[src/rtl/note_sequencer_pkg.sv]
// Shared definitions for the note sequencer: song ROM word layout, FSM
// state encoding and a helper that splits a ROM word into its fields.
package note_sequencer_pkg;

  localparam int META_HI = 15;
  localparam int META_LO = 13;
  localparam int NOTE_HI = 12;
  localparam int NOTE_LO = 7;
  localparam int DUR_HI  = 6;
  localparam int DUR_LO  = 1;

  localparam logic [5:0] END_MARKER_DURATION = 6'd0;

  typedef enum logic [2:0] {
    IDLE     = 3'd0,
    FETCH    = 3'd1,
    WAIT_ROM = 3'd2,
    DECODE   = 3'd3,
    PLAY     = 3'd4,
    DONE     = 3'd5
  } seq_state_e;

  typedef struct packed {
    logic [2:0] meta;
    logic [5:0] note;
    logic [5:0] dur;
  } rom_entry_t;

  // Bit 0 of the ROM word is reserved, so only [15:1] is taken here.
  function automatic rom_entry_t decode_entry(input logic [15:1] word);
    rom_entry_t e;
    e.meta = word[META_HI:META_LO];
    e.note = word[NOTE_HI:NOTE_LO];
    e.dur  = word[DUR_HI:DUR_LO];
    return e;
  endfunction

endpackage

[src/rtl/note_sequencer.sv]
// Walks a song in an external synchronous ROM and hands one note at a time
// to the harmonics note player, handshaking on done_with_note.
module note_sequencer
  import note_sequencer_pkg::*;
#(
  parameter int SONG_BITS     = 2,
  parameter int NOTE_IDX_BITS = 5,
  parameter int BLANK_CYCLES  = 2
) (
  input  logic                               clk,
  input  logic                               reset,
  input  logic                               play,
  input  logic [SONG_BITS-1:0]               song,
  input  logic                               restart,
  input  logic                               done_with_note,
  output logic [SONG_BITS+NOTE_IDX_BITS-1:0] rom_addr,
  input  logic [15:0]                        rom_data,
  output logic [5:0]                         note,
  output logic [5:0]                         duration,
  output logic [2:0]                         metadata,
  output logic                               load_new_note,
  output logic                               song_done,
  output logic [NOTE_IDX_BITS-1:0]           note_index
);

  localparam int BLANK_W = (BLANK_CYCLES < 1) ? 1 : $clog2(BLANK_CYCLES + 1);
  localparam logic [BLANK_W-1:0]       BLANK_LAST = BLANK_W'(BLANK_CYCLES);
  localparam logic [NOTE_IDX_BITS-1:0] IDX_LAST   = {NOTE_IDX_BITS{1'b1}};

  seq_state_e                 state_r, state_s;
  logic [SONG_BITS-1:0]       song_q_r, song_q_s;
  logic [NOTE_IDX_BITS-1:0]   idx_r, idx_s;
  logic [NOTE_IDX_BITS-1:0]   note_index_r, note_index_s;
  logic [BLANK_W-1:0]         blank_r, blank_s;
  logic [5:0]                 note_r, note_s;
  logic [5:0]                 duration_r, duration_s;
  logic [2:0]                 metadata_r, metadata_s;
  logic                       load_r, load_s;
  logic                       song_done_r, song_done_s;
  logic                       reseek_s;
  logic                       reserved_unused_s;
  rom_entry_t                 entry_s;

  assign entry_s           = decode_entry(rom_data[15:1]);
  assign reserved_unused_s = rom_data[0];
  assign reseek_s          = restart | (song != song_q_r);

  // Next-state and next-output logic; a reseek overrides every state.
  always_comb begin
    state_s      = state_r;
    song_q_s     = song_q_r;
    idx_s        = idx_r;
    note_index_s = note_index_r;
    blank_s      = blank_r;
    note_s       = note_r;
    duration_s   = duration_r;
    metadata_s   = metadata_r;
    load_s       = 1'b0;
    song_done_s  = song_done_r;

    if (reseek_s) begin
      state_s     = FETCH;
      song_q_s    = song;
      idx_s       = {NOTE_IDX_BITS{1'b0}};
      blank_s     = {BLANK_W{1'b0}};
      song_done_s = 1'b0;
    end else begin
      case (state_r)
        IDLE: begin
          if (play) begin
            state_s = FETCH;
          end else begin
            state_s = IDLE;
          end
        end
        FETCH: begin
          if (play) begin
            state_s = WAIT_ROM;
          end else begin
            state_s = FETCH;
          end
        end
        WAIT_ROM: begin
          if (play) begin
            state_s = DECODE;
          end else begin
            state_s = WAIT_ROM;
          end
        end
        // A decode always completes, even if play has just dropped.
        DECODE: begin
          if (entry_s.dur == END_MARKER_DURATION) begin
            song_done_s = 1'b1;
            state_s     = DONE;
          end else begin
            note_s       = entry_s.note;
            duration_s   = entry_s.dur;
            metadata_s   = entry_s.meta;
            load_s       = 1'b1;
            note_index_s = idx_r;
            blank_s      = {BLANK_W{1'b0}};
            state_s      = PLAY;
          end
        end
        // Blanking hides a done_with_note left over from the previous note.
        PLAY: begin
          if (!play) begin
            state_s = PLAY;
          end else if (blank_r != BLANK_LAST) begin
            blank_s = blank_r + BLANK_W'(1);
          end else if (done_with_note) begin
            if (idx_r == IDX_LAST) begin
              song_done_s = 1'b1;
              state_s     = DONE;
            end else begin
              idx_s   = idx_r + NOTE_IDX_BITS'(1);
              state_s = FETCH;
            end
          end else begin
            state_s = PLAY;
          end
        end
        DONE: begin
          state_s = DONE;
        end
        default: begin
          state_s = IDLE;
        end
      endcase
    end
  end

  // State and output registers with synchronous active-low reset.
  always_ff @(posedge clk) begin
    if (!reset) begin
      state_r      <= IDLE;
      song_q_r     <= song;
      idx_r        <= {NOTE_IDX_BITS{1'b0}};
      note_index_r <= {NOTE_IDX_BITS{1'b0}};
      blank_r      <= {BLANK_W{1'b0}};
      note_r       <= 6'd0;
      duration_r   <= 6'd0;
      metadata_r   <= 3'd0;
      load_r       <= 1'b0;
      song_done_r  <= 1'b0;
    end else begin
      state_r      <= state_s;
      song_q_r     <= song_q_s;
      idx_r        <= idx_s;
      note_index_r <= note_index_s;
      blank_r      <= blank_s;
      note_r       <= note_s;
      duration_r   <= duration_s;
      metadata_r   <= metadata_s;
      load_r       <= load_s;
      song_done_r  <= song_done_s;
    end
  end

  assign rom_addr      = {song_q_r, idx_r};
  assign note          = note_r;
  assign duration      = duration_r;
  assign metadata      = metadata_r;
  assign load_new_note = load_r;
  assign song_done     = song_done_r;
  assign note_index    = note_index_r;

endmodule
[config.mk]
export PLATFORM = sky130hd
export DESIGN_NAME = note_sequencer
export DESIGN_NICKNAME = d
export VERILOG_FILES = /design/src/rtl/note_sequencer_pkg.sv /design/src/rtl/note_sequencer.sv
export SDC_FILE = /design/constraint.sdc
export NUM_CORES = 1
export LEC_CHECK = 0
export BUFFER_PORTS_ARGS = -buffer_cell sky130_fd_sc_hd__buf_2
export CAP_MARGIN = 20
export CORE_MARGIN = 2
export CORE_UTILIZATION = 47
export CTS_BUF_LIST = sky130_fd_sc_hd__clkbuf_8
export DETAILED_ROUTE_END_ITERATION = 10
export PLACE_DENSITY_LB_ADDON = 0.25
export REMOVE_ABC_BUFFERS = 1
export SETUP_SLACK_MARGIN = 0.02
export SLEW_MARGIN = 20
export SYNTH_ARGS = -nofsm -noshare
export SYNTH_HDL_FRONTEND = slang
export SYNTH_SLANG_ARGS = --single-unit
[constraint.sdc]
create_clock -name clk -period 1.8 [get_ports clk]
set_input_delay 0.27 -clock clk [delete_from_list [all_inputs] [get_ports clk]]
set_output_delay 0.27 -clock clk [all_outputs]
set_load 0.005 [all_outputs]
# ---- Word level (Yosys, flattened, before mapping)
# Cells that the tools add are included.
dict set report classes {
  n_eq_ne 18
  n_reduce_logical 9
  n_addsub 2
  muxes 23
  n_bitwise 7
}
# cell count
set op_table {}
lappend op_table {{$pmux 3 s6} 1}
lappend op_table {{$ne 2x2->1 const B} 8}
lappend op_table {{$mux 2} 6}
lappend op_table {{$mux 3} 4}
lappend op_table {{$mux 1} 10}
lappend op_table {{$eq 3x2->1 const B} 2}
lappend op_table {{$eq 3x3->1 const B} 2}
lappend op_table {{$logic_not 6->1} 1}
lappend op_table {{$not 1->1} 6}
lappend op_table {{$reduce_and 6->1} 1}
lappend op_table {{$add 5x1->5 const B} 1}
lappend op_table {{$eq 5x5->1 const B} 1}
lappend op_table {{$reduce_and 5->1} 1}
lappend op_table {{$ne 4x4->1 const B} 1}
lappend op_table {{$pmux 2 s2} 1}
lappend op_table {{$reduce_and 4->1} 1}
lappend op_table {{$eq 3x1->1 const B} 1}
lappend op_table {{$logic_not 3->1} 1}
lappend op_table {{$ne 3x3->1 const B} 1}
lappend op_table {{$reduce_and 3->1} 1}
lappend op_table {{$reduce_or 3->1} 1}
lappend op_table {{$add 2x1->2 const B} 1}
lappend op_table {{$ne 2x1->1 const B} 1}
lappend op_table {{$ne 2x2->1} 1}
lappend op_table {{other kinds (4)} 4}
dict set report totals {
  ff_bits 34
  inputBits 23
  output_inout_bits 29
  word_cells 70
}

# ---- Depth between registers and ports, before layout
# Gate-level depths: netlist of the first run.
dict set report logic_depth {
  word_depth 7
  ltp_mapped 7
  mapped_depth_nobuf 7
}

# ---- Least setup slack after synthesis of the first run
# No wires, ideal clock.
dict set report synth_timing {
  path_type {reg2reg}
  startpoint {register idx_r[0]}
  endpoint {register idx_r[3]}
  required_ns 1.682
  arrival_ns 1.565
  stages_incl_launch_ff 8
  slack_ns 0.116
  setup_time_ns 0.118
  path_buffers 0
  period_less_slack_ns 1.684
  path_cell_list {dfxtp_1 ha_1 and3_1 ha_1 nand4b_1 nor3_1 xnor2_1 nor2_1}
}
dict set report synth_between {
  elab_chain_cells 3
  word_cells_on_any_way 4
  classes_between {add/sub: 1; eq/ne: 1; bitwise: 1; reduce/logical: 1}
}
# element line_no
set synth_lines {}
lappend synth_lines {{start: declaration} note_sequencer.sv:32} ;# logic [NOTE_IDX_BITS-1:0] idx_r, idx_s;
lappend synth_lines {{start signal: assignment} note_sequencer.sv:138} ;# idx_r <= {NOTE_IDX_BITS{1'b0}};
lappend synth_lines {{start signal: assignment} note_sequencer.sv:149} ;# idx_r <= idx_s;
lappend synth_lines {{branches (longest 3 deep; another with $add 5x1->5)} -}
# Several ways; the timed one is not identified.
# A chain may end at the register's enable or synchronous reset.

# ---- Final worst setup path of the first run
# Same ends and word-level chain as after synthesis.

==> results of run 1 <==
[Yosys cell counts (2+ instances only)]
cell / n
nand2_1: 43
dfxtp_1: 32
mux2i_1: 19
nor2_1: 8
buf_6: 5
clkbuf_1: 4
inv_1: 4
nand3_1: 4
nand4_1: 4
o21ai_1: 4
a21oi_1: 3
ha_1: 3
nor2b_1: 3
nor3_1: 3
xnor2_1: 3
xor2_1: 3
a32o_1: 2
and3_1: 2
edfxtp_1: 2
nand4b_1: 2
[path summary, 6_finish.rpt]
check / from / end / slack [ns]
worst min register to register: duration[0] / duration[0] / 0.45
worst min-delay path: song[0] / song_q_r[0] / 0.19
worst max-delay path: idx_r[0] / idx_r[3] / 0.09
worst max register to register: idx_r[0] / idx_r[3] / 0.09
[layer usage]
layer,global-route usage,up-vias,wire length [um]
met2,0.276,39,1530
met3,0.0598,2,191
li1,-,691,-
met4,0.0667,0,29
met5,0,-,0
met1,0.241,626,1580
[repair_timing]
action,CTS,global route
pin swaps,1,0
buffers inserted,1,1
endpoints found under the hold margin,0,0
setup endpoints to repair,1,6
gates resized for setup,3,1
[kinds of logic after synthesis]
kind of cell / share of synthesized area
AND/OR/NAND/NOR: 0.247
flip-flops: 0.439
multiplexers: 0.119
buffers and inverters: 0.0643
AO/OA/AOI/OAI: 0.0737
XOR/XNOR: 0.0329
adder cells (fa/ha/maj): 0.0235
[power breakdown]
group          internal, mW  total (mW)  switching [mW]
Clock                 0.303       0.573           0.271
Sequential            0.766       0.770         0.00381
Combinational        0.0435       0.108          0.0644
[metrics by stage]
| stage | instance area (sq um) | worst slack, ns |
|---|---|---|
| 2_1_floorplan | 1510 | 0.116 |
| 3_3_place_gp | 1880 | 0.0730 |
| 3_5_place_dp | 1880 | 0.0203 |
| 4_1_cts | 1980 | 0.0433 |
| 5_1_grt | 2000 | 0.0216 |
| 6_report | 2000 | 0.0906 |
[critical path, stage by stage (launching register included)]
cell,delay [ns]
dfxtp_2,0.32
ha_2,0.18
and3_1,0.18
ha_2,0.17
nand4b_1,0.17
buf_4,0.17
nor3_1,0.21
xnor2_1,0.14
nor2_1,0.05
[layout make-up]
cell class,instances,share of cell area
Clock buffer,6,0.0414
Clock inverter,2,0.00439
Inverter,5,0.00940
Multi-Input combinational cell,121,0.402
Sequential cell,34,0.352
Tap cell,46,0.0288
Timing Repair Buffer,60,0.163
[state kept, by name, summed over array words and instances (netlist names)]
| name | flops |
|---|---|
| duration | 6 |
| note | 6 |
| idx_r | 5 |
| note_index | 5 |
| metadata | 3 |
| state_r | 3 |
| blank_r | 2 |
| song_q_r | 2 |
| load_new_note | 1 |
| song_done | 1 |
==> results.py, run 1 <==
metrics = {
    "run_status": {
        "run_status": "completed",
    },
    "routing": {
        "route.final.wire_length_um": 3330,
        "wl_per_cell_um": 12.1,
        "firstDrtPassIters": 4,
        "drt_iter0_drc": 107,
        "avgViaCountPerCell": 4.96,
        "drc": 0,
        "route.antenna.remaining_nets": 0,
        "via_count": 1358,
    },
    "die": {
        "fp.dieH_um": 62.3,
        "i_o_pin_count": 52,
        "die_area_sq_mm": 0.00388,
        "fp-row-count": 21,
        "core-area_sq_mm": 0.00331,
        "initial_core_util": 0.482,
        "dieWidth_um": 62.3,
    },
    "final_layout": {
        "seq_area_sq_um": 702,
        "antenna_cells": 0,
        "final_core_util": 0.603,
        "drive_gt1_frac": 0.346,
        "num-nets-final": 253,
        "mostFrequentLayoutCells": "50 x buf_2, 43 x nand2_1, 31 x dfxtp_1",
        "final-instance-count-excl-fill": 274,
        "fill_count": 317,
        "area_growth_syn_to_layout_pct": 25.2,
        "area_of_the_multi_input_gates_sq_um": 802,
        "mostFrequentLayoutCell": "buf_2",
    },
    "pwr": {
        "power.leakage_nw": 0.849,
        "powerDensity_mw_per_mm2": 727,
        "total_power_mw": 1.45,
        "max-vdd-ir-drop_uv": 516,
    },
    "logic_synthesis": {
        "syn-cell-area_sq_mm": 0.00160,
        "synth_top_cell_by_area": "dfxtp_1",
        "synth_top_area_frac": 0.402,
        "synth_sequential_area_ratio": 0.439,
        "synth.yosys.warnings": 0,
        "yosys.cell_types.count": 38,
        "syn-mean-instance-area_sq_um": 9.33,
        "share_of_synthesized_registers_carrying_an_async_set_or_reset": 0,
        "synth_top_flop_cell": "dfxtp_1",
        "synth_register_bits": 34,
        "synth.area.top_cells": "dfxtp_1 40%, mux2i_1 12%, nand2_1 10%",
        "synth-edff-count": 2,
        "cell_count_after_synthesis": 171,
    },
    "grt": {
        "grt_max_degree": 41,
        "grt_first_pass_wirelength_um": 5600,
        "globalRouteOverflowTotal": 0,
        "grt_pass1_vias": 1241,
        "grt_util_all_layers": 0.182,
        "grt_antenna_before_repair": 0,
    },
    "cts": {
        "hold_buffers": 0,
        "cts_root_buf": "clkbuf_8",
        "tritoncts": "yes",
        "clkSinkCount": 34,
        "clk_path_buf_depth": 2,
        "cts_max_level": 2,
        "cts-buffers-inserted": 5,
        "clkTransAtPathRegs_ns": 0.07,
        "clk-insertion-delay-late_ns": 0.28,
    },
    "timing": {
        "max_freq_mhz": 585,
        "finalSetupViolCount": 0,
        "hold_viol_final": 0,
        "finalClockSkew_ns": 0.00196,
        "finalSetupTns_ns": 0,
        "holdWs_ns": 0.190,
        "slew_viol_final": 0,
        "timing.slew.headroom": 0.697,
        "timing.final.crit_share": 0.950,
        "post-route-min-period_ns": 1.71,
        "rsz0062_at_grt": "false",
        "worst_pin_slew_ns": 0.453,
    },
    "placed_design": {
        "dp.final_hpwl_um": 2330,
        "numPortBuffers": 50,
        "dp.cells": 264,
        "place_congestion": 0.731,
    },
    "critical_path": {
        "setup.worst_path.end_class": "register",
        "critical_path_arrival_ns": 1.88,
        "critical_path.max_fanout": 5,
        "r2r.worst_path.cells": 8,
        "worstSetupPathType": "reg -> reg",
        "nature_of_the_critical_path_startpoint": "register",
        "worst_ep_required_time_ns": 1.97,
    },
    "run": {
        "timing.max_cap.violations": 0,
    },
    "hold_path": {
        "hold_depth": 1,
        "min-delay-path-class": "in -> reg",
    },
}
(Power assumes the default switching activity.)
==> run 2: changes to the inputs <==
==> constraint.sdc (replaced) <==
create_clock -name clk -period 1.8 [get_ports clk]
set_input_delay 0.09 -clock clk [delete_from_list [all_inputs] [get_ports clk]]
set_output_delay 0.09 -clock clk [all_outputs]
set_load 0.005 [all_outputs]
==> run 2 against run 1 <==
Clock skew is 0.0063 ns higher. Clock power is 0.7% higher. Clock-buffer cell count stayed put. First-iteration DRC count is 49% lower. Via count is 1.2% lower. Global-route usage is 0.17 points higher. Cell area is 0.81% higher. Worst hold slack worse by 0.19 ns. Power is 0.21% higher. Sequential share of layout area is 0.22 points lower. Worst setup slack worse by 0.017 ns. Wire length is 1.4% higher. Critical endpoint is now idx_r[4]. Largest cell class unchanged. Highest routed layer unchanged.
==> results.py, run 2 (same netlist as run 1, synthesis figures left out) <==
metrics = {
    "timing": {
        "hold_viol_final": 0,
        "finalSetupViolCount": 0,
        "timing.slew.headroom": 0.660,
        "worst_pin_slew_ns": 0.505,
        "max_freq_mhz": 579,
        "post-route-min-period_ns": 1.73,
        "timing.final.crit_share": 0.959,
        "final.setup.worst_slack_ns": 0.0733,
        "finalClockSkew_ns": 0.00830,
        "rsz0062_at_grt": "true",
        "slew_viol_final": 0,
    },
    "final_layout": {
        "area_of_the_multi_input_gates_sq_um": 822,
        "fill_count": 323,
        "seq_area_sq_um": 703,
        "num-nets-final": 252,
        "drive_gt1_frac": 0.348,
        "mostFrequentLayoutCell": "buf_2",
        "final-instance-count-excl-fill": 273,
        "area_growth_syn_to_layout_pct": 26.2,
        "antenna_cells": 0,
        "final_core_util": 0.608,
        "mostFrequentLayoutCells": "50 x buf_2, 43 x nand2_1, 30 x dfxtp_1",
    },
    "routing": {
        "route.antenna.remaining_nets": 0,
        "route.final.wire_length_um": 3380,
        "wl_per_cell_um": 12.4,
        "drc": 0,
        "drt_iter0_drc": 55,
        "avgViaCountPerCell": 4.92,
        "via_count": 1342,
        "firstDrtPassIters": 4,
    },
    "run": {
        "timing.max_cap.violations": 0,
    },
    "cts": {
        "cts_root_buf": "clkbuf_8",
        "tritoncts": "yes",
        "clkTransAtPathRegs_ns": 0.07,
        "clk_path_buf_depth": 2,
        "cts_max_level": 2,
        "clk-insertion-delay-late_ns": 0.29,
        "cts-buffers-inserted": 5,
        "clkSinkCount": 34,
    },
    "die": {
        "fp-row-count": 21,
        "fp.dieH_um": 62.3,
        "i_o_pin_count": 52,
        "dieWidth_um": 62.3,
        "core-area_sq_mm": 0.00331,
        "initial_core_util": 0.482,
        "die_area_sq_mm": 0.00388,
    },
    "critical_path": {
        "cp.depth": 7,
        "crit_path_top_delay_cell": "dfxtp_2",
        "nature_of_the_critical_path_startpoint": "register",
        "worst_r2r_endpoint": "idx_r[4]",
        "cells_along_the_critical_path": "ha_4 > and3_4 > ha_4 > nand4b_1 > nor2_2 > mux2i_1 > nor2_1",
        "r2r.worst_path.cells": 7,
        "rrSetupSlack_ns": 0.07,
        "critPathCapture": "idx_r[4]",
        "crit_path_frequent_cell": "ha_4",
        "setup.worst_path.end_class": "register",
        "cp_top_family": "simple AND/OR/NAND/NOR gates",
        "crit_start": "idx_r[1]",
        "r2r_start": "idx_r[1]",
        "critical_path.max_stage_delay_ns": 0.34,
        "critical_path_arrival_ns": 1.91,
        "critical_path.max_fanout": 5,
        "worstSetupPathType": "reg -> reg",
        "worst-path-buf-inv": 0,
        "worst_ep_required_time_ns": 1.98,
    },
    "placed_design": {
        "numPortBuffers": 50,
        "dp.cells": 263,
        "place_ws_ns": 0.0496,
        "dp.final_hpwl_um": 2290,
        "place_congestion": 0.765,
    },
    "grt": {
        "grt_util_all_layers": 0.183,
        "grt_max_degree": 43,
        "grt_antenna_before_repair": 0,
        "globalRouteOverflowTotal": 0,
        "grt_first_pass_wirelength_um": 5580,
        "grt_pass1_vias": 1189,
    },
    "run_status": {
        "run_status": "completed",
    },
    "pwr": {
        "power.leakage_nw": 0.842,
        "max-vdd-ir-drop_uv": 461,
        "powerDensity_mw_per_mm2": 723,
    },
    "hold_path": {
        "min-delay-path-class": "in -> reg",
    },
}
==> run 2: where the power goes <==
| group | internal [mW] | switching [mW] |
|---|---|---|
| logic | 0.0442 | 0.0633 |
| clock network | 0.303 | 0.274 |
| registers | 0.766 | 0.00386 |
==> run 2: metrics by stage <==
| step | power (mW) | instance area [sq um] | TNS (ns) | hold slack (ns) |
|---|---|---|---|---|
| 2_1_floorplan | 0.831 | 1510 | 0 | 0.189 |
| 6_report | 1.45 | 2010 | 0 | 0.00410 |
| 5_1_grt | 1.50 | 2010 | -0.0737 | 0.0129 |
| 3_3_place_gp | 0.892 | 1870 | 0 | 0.298 |
| 3_5_place_dp | 0.893 | 1870 | 0 | 0.300 |
| 4_1_cts | 1.47 | 1970 | 0 | 0.0000441 |
==> run 2: layout make-up <==
cell class,count,area share
multi-input cells,121,0.408
flip-flops and latches,34,0.349
repair buffers,59,0.159
clock buffers,6,0.0410
well taps,46,0.0286
inverters,5,0.00932
clock inverters,2,0.00435
==> run 2: metal layers <==
layer,vias up,GRT usage,share of wire
li1,689,-,-
met1,607,0.244,0.47
met2,38,0.269,0.45
met3,8,0.0453,0.057
met4,0,0.108,0.021
met5,-,0,0
==> run 2: timing repair <==
action                                 in CTS  in global routing
setup endpoints to repair                   0                  5
hold buffers                                1                  0
buffers inserted                            0                  1
gates resized for setup                     0                  7
endpoints found under the hold margin       1                  0
==> run 2: worst min-delay path by stage <==
| stage | start | end | slack [ns] | cells after the start |
|---|---|---|---|---|
| finish | song[1] | song_q_r[1] | 0.004 | 1 |
| global route | song[1] | song_q_r[1] | 0.01 | 1 |
| CTS | song[1] | song_q_r[1] | 0.00004 | 1 |
| detailed placement | song[0] | song_q_r[0] | 0.30 | 1 |
| global placement | song[0] | song_q_r[0] | 0.30 | 1 |
| floorplan | song[0] | song_q_r[0] | 0.19 | 0 |
==> run 3: changes to the inputs <==
--- a/config.mk
+++ b/config.mk
@@ -7,7 +7,6 @@
 export LEC_CHECK = 0
 export BUFFER_PORTS_ARGS = -buffer_cell sky130_fd_sc_hd__buf_2
 export CAP_MARGIN = 20
-export CORE_MARGIN = 2
 export CORE_UTILIZATION = 47
 export CTS_BUF_LIST = sky130_fd_sc_hd__clkbuf_8
 export DETAILED_ROUTE_END_ITERATION = 10
==> run 3 against run 2 <==
First-iteration DRC count down 11%. Sequential share of layout area down 0.30 points. Combinational power about the same. Core utilization up 4.1 points. Clock skew about the same. Worst setup slack worse by 0.015 ns. Power up 0.85%.
==> results.py, run 3 (same netlist as run 1, synthesis figures left out) <==
metrics = {
    "run_status": {
        "run_status": "completed",
    },
    "cts": {
        "tritoncts": "yes",
        "clk-insertion-delay-late_ns": 0.29,
        "clkTransAtPathRegs_ns": 0.07,
        "cts_max_level": 2,
        "cts-buffers-inserted": 5,
        "clk_path_buf_depth": 2,
        "cts_root_buf": "clkbuf_8",
        "clkSinkCount": 34,
    },
    "timing": {
        "holdWs_ns": 0.00885,
        "worst_pin_slew_ns": 0.540,
        "finalClockSkew_ns": 0.00809,
        "timing.slew.headroom": 0.637,
        "timing.final.crit_share": 0.968,
        "hold_viol_final": 0,
        "rsz0062_at_grt": "true",
        "max_freq_mhz": 574,
        "slew_viol_final": 0,
        "post-route-min-period_ns": 1.74,
        "finalSetupViolCount": 0,
        "finalSetupTns_ns": 0,
    },
    "pwr": {
        "power.leakage_nw": 0.866,
        "max-vdd-ir-drop_uv": 460,
        "powerDensity_mw_per_mm2": 722,
    },
    "grt": {
        "grt_antenna_before_repair": 0,
        "grt_util_all_layers": 0.204,
        "grt_max_degree": 43,
        "grt_first_pass_wirelength_um": 5390,
        "globalRouteOverflowTotal": 0,
        "grt_pass1_vias": 1213,
    },
    "final_layout": {
        "mostFrequentLayoutCells": "50 x buf_2, 43 x nand2_1, 30 x dfxtp_1",
        "drive_gt1_frac": 0.362,
        "antenna_cells": 0,
        "num-nets-final": 254,
        "area_growth_syn_to_layout_pct": 27.3,
        "mostFrequentLayoutCell": "buf_2",
    },
    "die": {
        "fp-row-count": 20,
        "initial_core_util": 0.510,
        "core-area_sq_mm": 0.00313,
        "i_o_pin_count": 52,
        "fp.dieH_um": 60.3,
        "die_area_sq_mm": 0.00363,
        "dieWidth_um": 60.3,
    },
    "routing": {
        "drt_iter0_drc": 49,
        "route.final.wire_length_um": 3590,
        "route.antenna.remaining_nets": 0,
        "via_count": 1373,
        "avgViaCountPerCell": 5.03,
        "drc": 0,
        "firstDrtPassIters": 4,
        "wl_per_cell_um": 13.2,
    },
    "placed_design": {
        "place_congestion": 0.876,
        "numPortBuffers": 50,
        "dp.final_hpwl_um": 2440,
    },
    "critical_path": {
        "critical_path_arrival_ns": 1.92,
        "worst_ep_required_time_ns": 1.98,
        "worstSetupPathType": "reg -> reg",
        "cells_along_the_critical_path": "ha_4 > and3_4 > ha_2 > nand4b_1 > buf_4 > nor3_4 > xnor2_1 > nor2_1",
        "nature_of_the_critical_path_startpoint": "register",
        "critical_path.max_stage_delay_ns": 0.34,
        "r2r_start": "idx_r[0]",
        "crit_path_top_delay_cell": "dfxtp_2",
        "setup.worst_path.end_class": "register",
        "critical_path.max_fanout": 4,
        "crit_start": "idx_r[0]",
    },
    "run": {
        "timing.max_cap.violations": 0,
    },
    "hold_path": {
        "min-delay-path-class": "in -> reg",
        "worst_hold_startpoint": "song[0]",
    },
}
==> run 3: changes by cell type in the layout (fill, tap and decap cells not counted) <==
cell	delta
nor3_4	+1
buf_4	+1
inv_1	-1
nor3_1	-1
ha_2	+1
ha_4	-1
and2_4	+1
inv_4	+1
==> run 3: final cells by class <==
type | instances | area, sq um
fillers | 282 | 1100
multi-input cells | 122 | 832
flip-flops and latches | 34 | 703
repair buffers | 60 | 328
clock buffers | 6 | 82.6
well taps | 44 | 55.1
inverters | 5 | 18.8
clock inverters | 2 | 11.3
==> run 3: power by group <==
group / internal [mW] / switching (mW)
registers: 0.766 / 0.00384
clock network: 0.308 / 0.279
logic: 0.0443 / 0.0653
total: 1.12 / 0.348
==> run 3: worst paths after layout <==
kind                                    end  slack (ns)  cells after the start
worst max register to register     idx_r[3]        0.06                      8
worst max-delay path               idx_r[3]        0.06                      8
worst min register to register  duration[0]        0.45                      2
worst min-delay path            song_q_r[0]       0.009                      1
==> run 3: worst max-delay path, delay by kind of cell (launching register included) <==
kind | cells | cell delay, ns
flip-flops | 1 | 0.34
buffers and inverters | 1 | 0.21
XOR/XNOR | 1 | 0.14
adder cells (fa/ha/maj) | 2 | 0.33
AND/OR/NAND/NOR | 4 | 0.62
==> run 3: stage by stage <==
step | worst slack (ns) | instances | cell area, sq um | util | power [mW]
3_5_place_dp | -0.00590 | 260 | 1860 | 0.595 | 0.893
3_3_place_gp | 0.0804 | 260 | 1860 | 0.595 | 0.889
4_1_cts | -0.00262 | 268 | 1960 | 0.627 | 1.48
5_1_grt | -0.0128 | 273 | 2030 | 0.649 | 1.52
2_1_floorplan | 0.116 | 160 | 1510 | - | 0.831
6_report | 0.0579 | 273 | 2030 | 0.649 | 1.47
==> run 3: timing repair <==
action	4_1_cts	5_1_grt
hold buffers	0	1
setup buffers	0	3
pin swaps	0	5
gates resized for setup	1	8
setup endpoints to repair	1	21
cloned	0	1
hold endpoints to repair	0	1
==> run 3: routing by layer <==
metal  GRT usage  up-vias  routed length [um]
met2       0.330       39                1800
met1       0.242      640                1580
met4      0.0764        0                  14
met3      0.0779        2                 198
met5           0        -                   0
li1            -      692                   -
